**src/rtl/tms_progmem_arbiter.sv**
```systemverilog
// Program SRAM arbiter for the wrapped TMS1x00 core: shares the single-port SRAM between
// Wishbone program load/verify and CPU instruction fetch, and holds the CPU control register.
module tms_progmem_arbiter #(
    parameter int ADDR_W   = 11,
    parameter int MAX_WAIT = 4
) (
    input  logic              wb_clk_i,
    input  logic              rst_n,
    input  logic              wbs_cyc_i,
    input  logic              wbs_stb_i,
    input  logic              wbs_we_i,
    input  logic [3:0]        wbs_sel_i,
    input  logic [31:0]       wbs_adr_i,
    input  logic [31:0]       wbs_dat_i,
    output logic              wbs_ack_o,
    output logic [31:0]       wbs_dat_o,
    input  logic              cpu_fetch_req,
    input  logic [ADDR_W-1:0] cpu_addr,
    output logic [7:0]        cpu_data,
    output logic              cpu_data_valid,
    output logic              cpu_rst_n_o,
    output logic              cpu_mode_o,
    output logic              mem_csb,
    output logic              mem_web,
    output logic [ADDR_W-1:0] mem_addr,
    output logic [7:0]        mem_din,
    input  logic [7:0]        mem_dout
);
    localparam int WAIT_W = $clog2(MAX_WAIT + 1);
    localparam logic [WAIT_W-1:0] WAIT_MAX = WAIT_W'(MAX_WAIT);

    typedef enum logic [2:0] {
        ST_IDLE    = 3'd0,
        ST_CPU_RD  = 3'd1,
        ST_CPU_CAP = 3'd2,
        ST_WB_RD   = 3'd3,
        ST_WB_CAP  = 3'd4,
        ST_WB_WR   = 3'd5,
        ST_REG     = 3'd6
    } state_t;

    state_t            state_r, state_next_s;
    logic              run_r, run_next_s;
    logic              mode_r, mode_next_s;
    logic [WAIT_W-1:0] wait_cnt_r, wait_cnt_next_s;
    logic [7:0]        forced_cnt_r, forced_cnt_next_s;
    logic              ack_r, ack_next_s;
    logic [31:0]       wb_dat_r, wb_dat_next_s;
    logic [7:0]        cpu_data_r, cpu_data_next_s;
    logic              cpu_valid_r, cpu_valid_next_s;
    logic              mem_csb_r, mem_csb_next_s;
    logic              mem_web_r, mem_web_next_s;
    logic [ADDR_W-1:0] mem_addr_r, mem_addr_next_s;
    logic [7:0]        mem_din_r, mem_din_next_s;

    logic              wb_req_s;
    logic              cpu_req_s;
    logic              wb_grant_s;
    logic              cpu_grant_s;
    logic [ADDR_W-1:0] mem_idx_s;
    logic              unused_s;

    assign wb_req_s    = wbs_cyc_i & wbs_stb_i;
    assign cpu_req_s   = cpu_fetch_req & run_r;
    // Wishbone is granted when uncontested, or when it has already lost MAX_WAIT times
    assign wb_grant_s  = wb_req_s & (~cpu_req_s | (wait_cnt_r == WAIT_MAX));
    assign cpu_grant_s = cpu_req_s & ~wb_grant_s;
    assign mem_idx_s   = wbs_adr_i[ADDR_W+1:2];
    assign unused_s    = ^{wbs_sel_i[3:1], wbs_dat_i[31:8], wbs_adr_i[31:17],
                           wbs_adr_i[15:ADDR_W+2], wbs_adr_i[1:0]};

    // Next-state, arbitration and next values of all registered outputs
    always_comb begin
        state_next_s      = state_r;
        run_next_s        = run_r;
        mode_next_s       = mode_r;
        wait_cnt_next_s   = wait_cnt_r;
        forced_cnt_next_s = forced_cnt_r;
        ack_next_s        = 1'b0;
        wb_dat_next_s     = wb_dat_r;
        cpu_data_next_s   = cpu_data_r;
        cpu_valid_next_s  = 1'b0;
        mem_csb_next_s    = 1'b1;
        mem_web_next_s    = 1'b1;
        mem_addr_next_s   = mem_addr_r;
        mem_din_next_s    = mem_din_r;
        case (state_r)
            ST_IDLE: begin
                if (wb_grant_s) begin
                    wait_cnt_next_s = {WAIT_W{1'b0}};
                    if (cpu_req_s && (forced_cnt_r != 8'hFF)) begin
                        forced_cnt_next_s = forced_cnt_r + 8'd1;
                    end else begin
                        forced_cnt_next_s = forced_cnt_r;
                    end
                    if (wbs_adr_i[16]) begin
                        mem_addr_next_s = mem_idx_s;
                        if (wbs_we_i) begin
                            state_next_s   = ST_WB_WR;
                            mem_din_next_s = wbs_dat_i[7:0];
                            // a write without byte lane 0 still acks but leaves the SRAM idle
                            if (wbs_sel_i[0]) begin
                                mem_csb_next_s = 1'b0;
                                mem_web_next_s = 1'b0;
                            end else begin
                                mem_csb_next_s = 1'b1;
                            end
                        end else begin
                            state_next_s   = ST_WB_RD;
                            mem_csb_next_s = 1'b0;
                        end
                    end else begin
                        state_next_s = ST_REG;
                    end
                end else if (cpu_grant_s) begin
                    state_next_s    = ST_CPU_RD;
                    mem_csb_next_s  = 1'b0;
                    mem_addr_next_s = cpu_addr;
                    if (wb_req_s && (wait_cnt_r != WAIT_MAX)) begin
                        wait_cnt_next_s = wait_cnt_r + WAIT_W'(1'b1);
                    end else begin
                        wait_cnt_next_s = wait_cnt_r;
                    end
                end else begin
                    state_next_s = ST_IDLE;
                end
            end
            ST_CPU_RD: begin
                state_next_s = ST_CPU_CAP;
            end
            ST_CPU_CAP: begin
                state_next_s     = ST_IDLE;
                cpu_data_next_s  = mem_dout;
                cpu_valid_next_s = 1'b1;
            end
            ST_WB_RD: begin
                state_next_s = ST_WB_CAP;
            end
            ST_WB_CAP: begin
                state_next_s  = ST_IDLE;
                wb_dat_next_s = {24'h00_0000, mem_dout};
                ack_next_s    = 1'b1;
            end
            ST_WB_WR: begin
                state_next_s  = ST_IDLE;
                wb_dat_next_s = 32'h0000_0000;
                ack_next_s    = 1'b1;
            end
            ST_REG: begin
                state_next_s = ST_IDLE;
                ack_next_s   = 1'b1;
                if (wbs_we_i) begin
                    wb_dat_next_s = 32'h0000_0000;
                    if (wbs_adr_i[3:2] == 2'd0) begin
                        run_next_s        = wbs_dat_i[0];
                        mode_next_s       = wbs_dat_i[1];
                        forced_cnt_next_s = 8'h00;
                    end else begin
                        run_next_s = run_r;
                    end
                end else begin
                    case (wbs_adr_i[3:2])
                        2'd0:    wb_dat_next_s = {30'h0000_0000, mode_r, run_r};
                        2'd1:    wb_dat_next_s = {16'h0000, forced_cnt_r, 7'h00, run_r};
                        default: wb_dat_next_s = 32'h0000_0000;
                    endcase
                end
            end
            default: begin
                state_next_s = ST_IDLE;
            end
        endcase
    end

    // State and output registers; reset abandons any in-flight transfer
    always_ff @(posedge wb_clk_i or negedge rst_n) begin
        if (!rst_n) begin
            state_r      <= ST_IDLE;
            run_r        <= 1'b0;
            mode_r       <= 1'b0;
            wait_cnt_r   <= {WAIT_W{1'b0}};
            forced_cnt_r <= 8'h00;
            ack_r        <= 1'b0;
            wb_dat_r     <= 32'h0000_0000;
            cpu_data_r   <= 8'h00;
            cpu_valid_r  <= 1'b0;
            mem_csb_r    <= 1'b1;
            mem_web_r    <= 1'b1;
            mem_addr_r   <= {ADDR_W{1'b0}};
            mem_din_r    <= 8'h00;
        end else begin
            state_r      <= state_next_s;
            run_r        <= run_next_s;
            mode_r       <= mode_next_s;
            wait_cnt_r   <= wait_cnt_next_s;
            forced_cnt_r <= forced_cnt_next_s;
            ack_r        <= ack_next_s;
            wb_dat_r     <= wb_dat_next_s;
            cpu_data_r   <= cpu_data_next_s;
            cpu_valid_r  <= cpu_valid_next_s;
            mem_csb_r    <= mem_csb_next_s;
            mem_web_r    <= mem_web_next_s;
            mem_addr_r   <= mem_addr_next_s;
            mem_din_r    <= mem_din_next_s;
        end
    end

    assign wbs_ack_o      = ack_r;
    assign wbs_dat_o      = wb_dat_r;
    assign cpu_data       = cpu_data_r;
    assign cpu_data_valid = cpu_valid_r;
    assign cpu_rst_n_o    = run_r;
    assign cpu_mode_o     = mode_r;
    assign mem_csb        = mem_csb_r;
    assign mem_web        = mem_web_r;
    assign mem_addr       = mem_addr_r;
    assign mem_din        = mem_din_r;

endmodule
```
**config.mk**
```make
export PLATFORM = sky130hd
export DESIGN_NAME = tms_progmem_arbiter
export DESIGN_NICKNAME = d
export VERILOG_FILES = /design/src/rtl/tms_progmem_arbiter.sv
export SDC_FILE = /design/constraint.sdc
export NUM_CORES = 1
export LEC_CHECK = 0
export BUFFER_PORTS_ARGS = -buffer_cell sky130_fd_sc_hd__clkbuf_2
export CAP_MARGIN = 30
export CELL_PAD_IN_SITES_DETAIL_PLACEMENT = 0
export CELL_PAD_IN_SITES_GLOBAL_PLACEMENT = 2
export CORE_MARGIN = 4
export CORE_UTILIZATION = 27
export CTS_CLUSTER_SIZE = 10
export DETAILED_ROUTE_END_ITERATION = 16
export HOLD_SLACK_MARGIN = 0.15
export PLACE_DENSITY = 0.84
export SLEW_MARGIN = 40
export SYNTH_ARGS = -nofsm -noshare
export SYNTH_HDL_FRONTEND = slang
export SYNTH_SLANG_ARGS = --single-unit
```
**constraint.sdc**
```tcl
create_clock -name wb_clk_i -period 2.1 [get_ports wb_clk_i]
set_input_delay 0.105 -clock wb_clk_i [delete_from_list [all_inputs] [get_ports wb_clk_i]]
set_output_delay 0.105 -clock wb_clk_i [all_outputs]
set_load 0.02 [all_outputs]
```
======== Yosys cells after proc, flatten, opt, wreduce, memory -nomap -nowiden ========
Index checks and enable logic that the tools add are counted.
word-level totals
  flip-flop bits (word level) ............. 79
  input port bits ......................... 93
operators by class
  $add $sub $neg .......................... 2
  equality and inequality tests ........... 15
  muxes and demuxes ....................... 31
  bitwise logic cells ..................... 7
  reductions and logical operators ........ 14
operators with widths
  operator               count
  $pmux W32 S3           1
  $mux W11               3
  $mux W8                4
  $pmux W16 S2           1
  $mux W3                6
  $mux W16               1
  $pmux W8 S2            1
  $mux W1                13
  $eq A3 B3 Y1 const B   4
  $ne A2 B2 Y1 const B   5
  $pmux W3 S3            1
  $reduce_and A3 Y1      3
  $add A8 B1 Y8 const B  1
  $ne A8 B8 Y1 const B   1
  $eq A3 B2 Y1 const B   2
  $reduce_bool A2 Y1     3
  $reduce_and A5 Y1      1
  $and A1 B1 Y1          4
  $reduce_and A4 Y1      1
  $add A3 B1 Y3 const B  1
  $eq A3 B1 Y1 const B   1
  $logic_not A3 Y1       1
  $ne A3 B3 Y1 const B   1
  $reduce_bool A3 Y1     1
  6 further kinds        8

======== Depth between registers and ports, before layout ========
Gate-level depths: netlist of run 1.
  word-level depth ........................ 9
  mapped depth ............................ 7
  mapped depth without buffers ............ 6

======== Worst setup path after synthesis of run 1 ========
OpenSTA, ideal clock, no wires.
  path kind ............................... reg2reg
  start point ............................. register run_r (netlist: cpu_rst_n_o)
  end point ............................... register mem_addr_r[0] (netlist: mem_addr[0])
  library setup time ...................... 0.125 ns
  arrival ................................. 1.640 ns
  slack ................................... 0.335 ns
  stages on the path, launching flop included .. 6
  buffers on the path ..................... 1
  period minus slack after synthesis ...... 1.765 ns
  cell sequence ........................... dfrtp_1 -> and2_1 -> a21oi_1 -> buf_2 -> mux2_2 -> mux2_2
on the way
  cells in the longest elaborated chain, start to end .. 8
  elaborated cells between the ends (all ways) .. 10
  those cells by class .................... eq/ne: 1; mux: 1; bitwise: 6; reduce/logical: 2
ends and longest elaborated chain
  element                       line  source
  start: declaration            43    logic run_r, run_next_s;
  start signal: assignment      193   run_r <= run_next_s;
  $and A1 B1 Y1 *               64    assign cpu_req_s = cpu_fetch_req & run_r;
  $not A1 Y1                    66    assign wb_grant_s = wb_req_s & (~cpu_req_s | (wait_cnt_r == WAIT_MAX));
  $or A1 B1 Y1                  66
  $and A1 B1 Y1                 66
  $not A1 Y1                    67    assign cpu_grant_s = cpu_req_s & ~wb_grant_s;
  $and A1 B1 Y1                 67
  $reduce_bool A2 Y1 (no line)  --
  $reduce_and A3 Y1 (no line)   --
  end signal: assignment        189   mem_addr_r <= {ADDR_W{1'b0}};
  end signal: assignment        203   mem_addr_r <= mem_addr_next_s;
  end: declaration              53    logic [ADDR_W-1:0] mem_addr_r, mem_addr_next_s;
Mark *: on every way between the ends. The rest lies on a longest branch, timed or not.
A chain may end at the register's enable or synchronous reset.

======== Final worst setup path of run 1 ========
  start point ............................. register forced_cnt_r[1]
  end point ............................... register forced_cnt_r[3]
on the way
  cells in the longest elaborated chain, start to end .. 4
  elaborated cells between the ends (all ways) .. 8
  those cells by class .................... add/sub: 1; eq/ne: 2; mux: 3; reduce/logical: 2
ends and longest elaborated chain
  element                                           line    source
  start: declaration                                46      logic [7:0] forced_cnt_r, forced_cnt_next_s;
  start signal: assignment                          196     forced_cnt_r <= forced_cnt_next_s;
  $add A8 B1 Y8 or $ne A8 B8 Y1 (tied branches)     92, 91
  $mux W8 or $logic_and A1 B1 Y1 (tied branches)    91      if (cpu_req_s && (forced_cnt_r != 8'hFF)) begin
  $mux W8 or $ne A2 B2 Y1 (tied branches)           --
  $pmux W8 S2 or $reduce_and A5 Y1 (tied branches)  --
Parallel ways exist; a longest one is shown, timed or not. The select of a mux whose other input is x is not followed.

==> metrics.md, run 1 <==
| Metric | Value |
|---|---|
| Htree depth | 3 |
| Switching Share | 38.0% |
| Post-synth top cells | 61 x dfrtp_1, 40 x mux2_2, 17 x buf_4 |
| Die ar. | 0.0126 mm^2 |
| DIE HEIGHT | 112 um |
| Buf/Inv on CP | 0 |
| Status | finished, final reports clean |
| Synth top area share | 51.9% |
| Vias in the first global route | 2,463 |
| Clock Skews | 0.0102 ns |
| Seq cells post-synth | 63 |
| Die X | 112 um |
| Post-CTS sizing | 0 |
| Mapped Avg Cell Area | 12.3 um^2 |
| HPWL Detailed | 5180 um |
| CP Launch Type | flip-flop |
| # diodes | 0 |
| Worst IR drop on VDD | 0.483 mV |
| Final hold vios | 0 |
| Final period utilization | 93.5% |
| CP Cell Sequence | ha_1, nand3_1, o21ai_1, nor3_1, a211o_1 |
| RSZ-0062 raised after global routing | no |
| Synth Flop Type | dfrtp_1 |
| Clk Latency, worst-skew pair | 0.34 ns |
| Detailed Route WL | 7430 um |
| Routed Antenna Nets | 0 |
| Via Count | 2,347 |
| TritonRoute pass-1 iters | 4 |
| Distinct cell type count of the synthesized netlist | 46 |
| Setup_tns | 0 ns |
| Max FO, Critical Path | 9 |
| Clock sinks | 63 |
| Synth area leaders | dfrtp_1 52%, mux2_2 15%, buf_4 4.3%, a22o_1 4.2%, nand2_1 1.9% |
| Max-slew violations | 0 |
| I/O Buffers | 94 |
| Clock transition at path regs | 0.08 ns |
| Gr ovfl total | 0 |
| Initial antenna violation count | 0 |
| Multi-input logic area | 0.00122 mm^2 |
| Nets | 482 |
| Leakage | 2.01 nW |
| Area grow syn2layout | 41.7% |
| Arrival time at the worst endpoint | 2.19 ns |
| Crit end category | flip-flop |
| Average routed wire per standard cell | 14.1 um |
| Inserted Clock Buffers | 9 |
| CP max-delay cell | o21ai_1 |
| Largest area contributor in the netlist | dfrtp_1 |
| Worst hold-check path type | in -> reg |
| Psw | 1.82 mW |
| Internal | 2.97 mW |
| Gate Count Post-Synth | 239 |
| CTS tree | yes |
| First-pass GRT wire length | 12,400 um |
| Register area | 0.00158 mm^2 |
| Max_slew headroom | 52.2% |
| EDFF count, synth | 0 |
| Initial core utilization | 28.1% |
| Crit-path leading delay family | compound AO/OA/AOI/OAI gates |
| CORE AREA | 0.0105 mm^2 |
| Worst slew pin tran | 0.712 ns |
| Reg power frac | 38.9% |
| Max Buffers Root-to-Sink | 2 |
| Setup CP Type | reg -> reg |
| Global-route usage over all layers | 12.5% |
| Post-synthesis sequential area ratio | 53.7% |
| Combinational Power Share | 38.6% |
| Post-route DRC violation count | 0 |
| Async S/R FF share, synth | 100% |
| Power share of the clock group | 22.5% |
| Placed inst area | 0.00355 mm^2 |
| DRT iter0 DRCs | 70 |
| Most common cell in the netlist | dfrtp_1 |
| Clk root buf | clkbuf_8 |
| Final core utilization | 39.9% |
| Final setup fails | 0 |
| Synth warn | 0 |
| Critical Path Max Stage Delay | 0.62 ns |
| I/O pin cnt | 158 |
| # Max-Cap Violations | 0 |
| Total setup buffers inserted after CTS | 0 |
| Fillers | 1,033 |
| Final GP Congestion | 0.774 |
| Std-Cell Rows | 37 |
| Largest net degree at the start of global routing | 41 |
| Fmax | 509 MHz |
| Fin area | 0.00417 mm^2 |
| Cell area power density | 1150 mW/mm^2 |
| Critical path data required time | 2.32 ns |
| Final worst path period need | 1.96 ns |
| Drt via density | 4.45 |
| Mapped cell area | 0.00294 mm^2 |
| Layout cells sized above 1 | 43.2% |
-- sequential cells by signal (all words and copies together) (netlist names) --
signal	flops
wbs_dat_o	16
mem_addr	11
cpu_data	8
forced_cnt_r	8
mem_din	8
state_r	3
wait_cnt_r	3
cpu_data_valid	1
cpu_mode_o	1
cpu_rst_n_o	1
mem_csb	1
mem_web	1
wbs_ack_o	1
-- cells by family after synthesis --
group | Yosys count | synth area share, %
other | 1 | 0.127
muxes | 41 | 15.6
DFF | 63 | 53.7
adders and majority gates | 3 | 1.28
buffers and inverters | 31 | 6.76
AOI/OAI and AO/OA | 47 | 12.3
and+or+nand+nor | 53 | 10.2
-- worst reg2reg max path: stages (launching register included) --
cell	delay [ns]
dfrtp_1	0.42
ha_1	0.23
nand3_1	0.18
o21ai_1	0.62
nor3_1	0.11
a211o_1	0.29
-- path summary, 6_finish.rpt --
kind	startpoint	to	slack (ns)	cells past startpoint
setup / recovery	forced_cnt_r[1]	forced_cnt_r[3]	0.14	5
hold / removal	wbs_adr_i[2]	mem_addr[0]	0.18	3
setup reg to reg	forced_cnt_r[1]	forced_cnt_r[3]	0.14	5
hold reg to reg	wbs_dat_o[0]	wbs_dat_o[0]	0.50	2
max in group asynchronous	rst_n	mem_web	1.13	3
min in group asynchronous	rst_n	wbs_dat_o[12]	0.28	2
-- power by group through the flow --
stage          sequential [mW]  clock [mW]  combinational (mW)
6_report                  1.87        1.08                1.85
5_1_grt                   1.93        1.20                2.02
4_1_cts                   1.87        1.13                1.88
3_5_place_dp              1.89           0                1.82
3_3_place_gp              1.88           0                1.79
2_1_floorplan             2.30           0               0.805
-- stage by stage --
stage,setup WS [ns],power [mW],std cells,hold WS (ns)
after global placement,0.179,3.67,469,0.121
after global routing,0.00284,5.15,527,0.182
after CTS,0.161,4.89,527,0.166
after detailed placement,0.174,3.72,469,0.127
final,0.136,4.80,527,0.179
after floorplan,0.335,3.10,254,-0.191
-- cell usage in the layout, fill, tap and decap left out, types with 4 or more instances in the layout --
cell type      synthesis  routed
buf_4                 17       8
nand3_1                7       7
dfrtp_1               61      61
and2_1                 4       4
inv_1                  7       7
nand2_1               15      15
nor3_1                 4       4
a22o_1                14      14
mux2_2                40      40
a21oi_1                4       4
dlygate4sd3_1          0      42
o21ai_0                7       7
clkbuf_8               0       9
clkbuf_2               0      93
conb_1                 1      16
-- routing by layer --
layer	part of all wire, %	up-vias	GRT usage, %	routed length [um]
li1	-	1134	-	-
met1	44	1135	15.2	3260
met2	48	74	20.7	3600
met3	6.8	4	5.01	502
met4	0.85	0	2.88	63
met5	0	-	0	0
-- area by class of cell --
cell class                 count  area share [%]
multi-input combinational    160            29.3
clock buffer                   9            2.97
sequential                    63            37.9
inverter                       7           0.630
clock inverter                 7            1.89
timing repair buffer         145            23.3
tap                          136            4.08
-- timing repair --
action	in CTS	in global routing
hold endpoints to repair	64	0
hold buffers	42	0
endpoints found under the setup margin	0	0
Note: power is estimated with default switching activity, not from simulation.
==> run 2: changes to the inputs <==
--- a/config.mk
+++ b/config.mk
@@ -14,7 +14,7 @@
 export CTS_CLUSTER_SIZE = 10
 export DETAILED_ROUTE_END_ITERATION = 16
 export HOLD_SLACK_MARGIN = 0.15
-export PLACE_DENSITY = 0.84
+export PLACE_DENSITY = 0.93
 export SLEW_MARGIN = 40
 export SYNTH_ARGS = -nofsm -noshare
 export SYNTH_HDL_FRONTEND = slang
==> run 2 against run 1 <==
Hold slack better by 0.026 ns. Register-to-register slack better by 0.05 ns. Sequential power is essentially flat. Sequential share of layout area is 0.091 points higher. Flip-flop and latch count did not move. First-iteration DRC count increased by 51%. Global-route usage is 0.28 points lower. Clock power about the same. Maximum frequency is 2.8% higher. Clock skew barely moved. Highest routed layer unchanged.
==> metrics.md, run 2 (same netlist as run 1, synthesis figures left out) <==
| Metric | Value |
|---|---|
| Status | finished, final reports clean |
| Commonest cells after routing, fill and taps aside | 93 x clkbuf_2, 61 x dfrtp_1, 42 x dlygate4sd3_1 |
| GR Util met1 | 15.0% |
| Die X | 112 um |
| Post-route DRC violation count | 0 |
| Design Power | 4.77 mW |
| Routed Antenna Nets | 0 |
| Initial core utilization | 28.1% |
| I/O pin cnt | 158 |
| Final worst path period need | 1.91 ns |
| # Max-Cap Violations | 0 |
| Final hold vios | 0 |
| Number of cells on the worst reg-to-reg path | 4 |
| Nets | 481 |
| Via Count | 2,380 |
| CORE AREA | 0.0105 mm^2 |
| M3 GR Usage | 4.42% |
| Leakage | 2.00 nW |
| CP Launch Type | flip-flop |
| Max-slew violations | 0 |
| Clk root buf | clkbuf_8 |
| Fin area | 0.00416 mm^2 |
| I/O Buffers | 94 |
| GRT met2 Usage | 20.4% |
| Final period utilization | 90.9% |
| CTS tree | yes |
| Max_slew headroom | 55.2% |
| Leading cell type in the layout, fill and taps excluded | clkbuf_2 |
| Clk Latency, worst-skew pair | 0.33 ns |
| Average routed wire per standard cell | 14.4 um |
| Crit end category | flip-flop |
| Clock sinks | 63 |
| Clock transition at path regs | 0.08 ns |
| Vias in the first global route | 2,502 |
| Area grow syn2layout | 41.4% |
| DRT iter0 DRCs | 106 |
| Layout cells sized above 1 | 43.3% |
| TritonRoute pass-1 iters | 4 |
| # diodes | 0 |
| RR Endpoint | mem_addr[8] |
| Busiest grt layer | met2 |
| Hold wc startpoint | wbs_adr_i[2] |
| Detailed Route WL | 7580 um |
| Final Non-Filler Cells | 526 |
| Multi-input logic area | 0.00122 mm^2 |
| Final setup fails | 0 |
| Largest net degree at the start of global routing | 42 |
| Worst Hold Depth | 3 |
| Initial antenna violation count | 0 |
| Worst r2r src | state_r[1] |
| Cell area power density | 1150 mW/mm^2 |
| Hold endpoint | mem_addr[0] |
| Max Buffers Root-to-Sink | 2 |
| RSZ-0062 raised after global routing | no |
| Worst hold-check path type | in -> reg |
| Htree depth | 3 |
| DIE HEIGHT | 112 um |
| Worst IR drop on VDD | 0.527 mV |
| HPWL Detailed | 5320 um |
| Placed cells | 468 |
| Register area | 0.00158 mm^2 |
| Setup CP Type | reg -> reg |
| Std-Cell Rows | 37 |
| Total setup buffers inserted after CTS | 0 |
| Worst hold slack | 0.205 ns |
| Drt via density | 4.52 |
| Gr ovfl total | 0 |
| Worst slew pin tran | 0.670 ns |
| Clock Skews | 0.0103 ns |
| Flop-to-flop setup slack | 0.19 ns |
| Max reg flops | 16 |
| Fmax | 524 MHz |
| Inserted Clock Buffers | 9 |
| Max FO, Critical Path | 13 |
| First-pass GRT wire length | 12,400 um |
| Final GP Congestion | 0.787 |
| Global-route usage over all layers | 12.2% |
| Die ar. | 0.0126 mm^2 |
| Setup_tns | 0 ns |
| Placed inst area | 0.00354 mm^2 |
| Fillers | 1,056 |
| Arrival time at the worst endpoint | 2.12 ns |
| Critical path data required time | 2.31 ns |
-- run 2: worst max path at each step --
stage | startpoint | endpoint | slack, ns | cells past startpoint
detailed placement | forced_cnt_r[0] | forced_cnt_r[3] | 0.13 | 5
finish | state_r[1] | mem_addr[8] | 0.19 | 4
global placement | forced_cnt_r[0] | forced_cnt_r[3] | 0.19 | 5
floorplan | cpu_rst_n_o | mem_addr[0] | 0.34 | 5
global route | state_r[1] | mem_addr[8] | 0.1 | 4
CTS | forced_cnt_r[0] | forced_cnt_r[1] | 0.14 | 5
-- run 2: repair_timing --
action	4_1_cts	5_1_grt
hold endpoints to repair	62	0
endpoints found under the setup margin	0	4
gates resized for setup	0	1
hold buffers	42	0
-- run 2: power by group --
group / total (mW) / internal (mW) / switching, mW
clock: 1.05 / 0.550 / 0.501
sequential: 1.88 / 1.62 / 0.262
combinational: 1.84 / 0.787 / 1.05
total: 4.77 / 2.96 / 1.81
-- run 2: cell type report --
type / count / area share [%]
Multi-Input combinational cell: 160 / 29.4
Sequential cell: 63 / 38.0
Clock inverter: 7 / 1.74
Inverter: 7 / 0.632
Tap cell: 136 / 4.09
Timing Repair Buffer: 144 / 23.2
Clock buffer: 9 / 2.98
-- run 2: routing by layer --
layer  part of all wire (%)  up-vias
met5                      0        -
met4                   0.82        0
met3                    5.9        6
met2                     49       79
met1                     44     1163
li1                       -     1132
-- run 2: worst max-delay path: stages, from the launching register on --
cell and delay [ns]:
dfrtp_1 0.50, or3_4 0.43, a21oi_2 0.11, o31a_2 0.37, mux2_2 0.37
-- run 2: metrics by stage --
step | util, % | worst slack [ns]
finish | 39.8 | 0.191
global route | 39.8 | 0.0968
CTS | 39.7 | 0.142
detailed placement | 33.8 | 0.134
global placement | 33.8 | 0.192
floorplan | - | 0.335
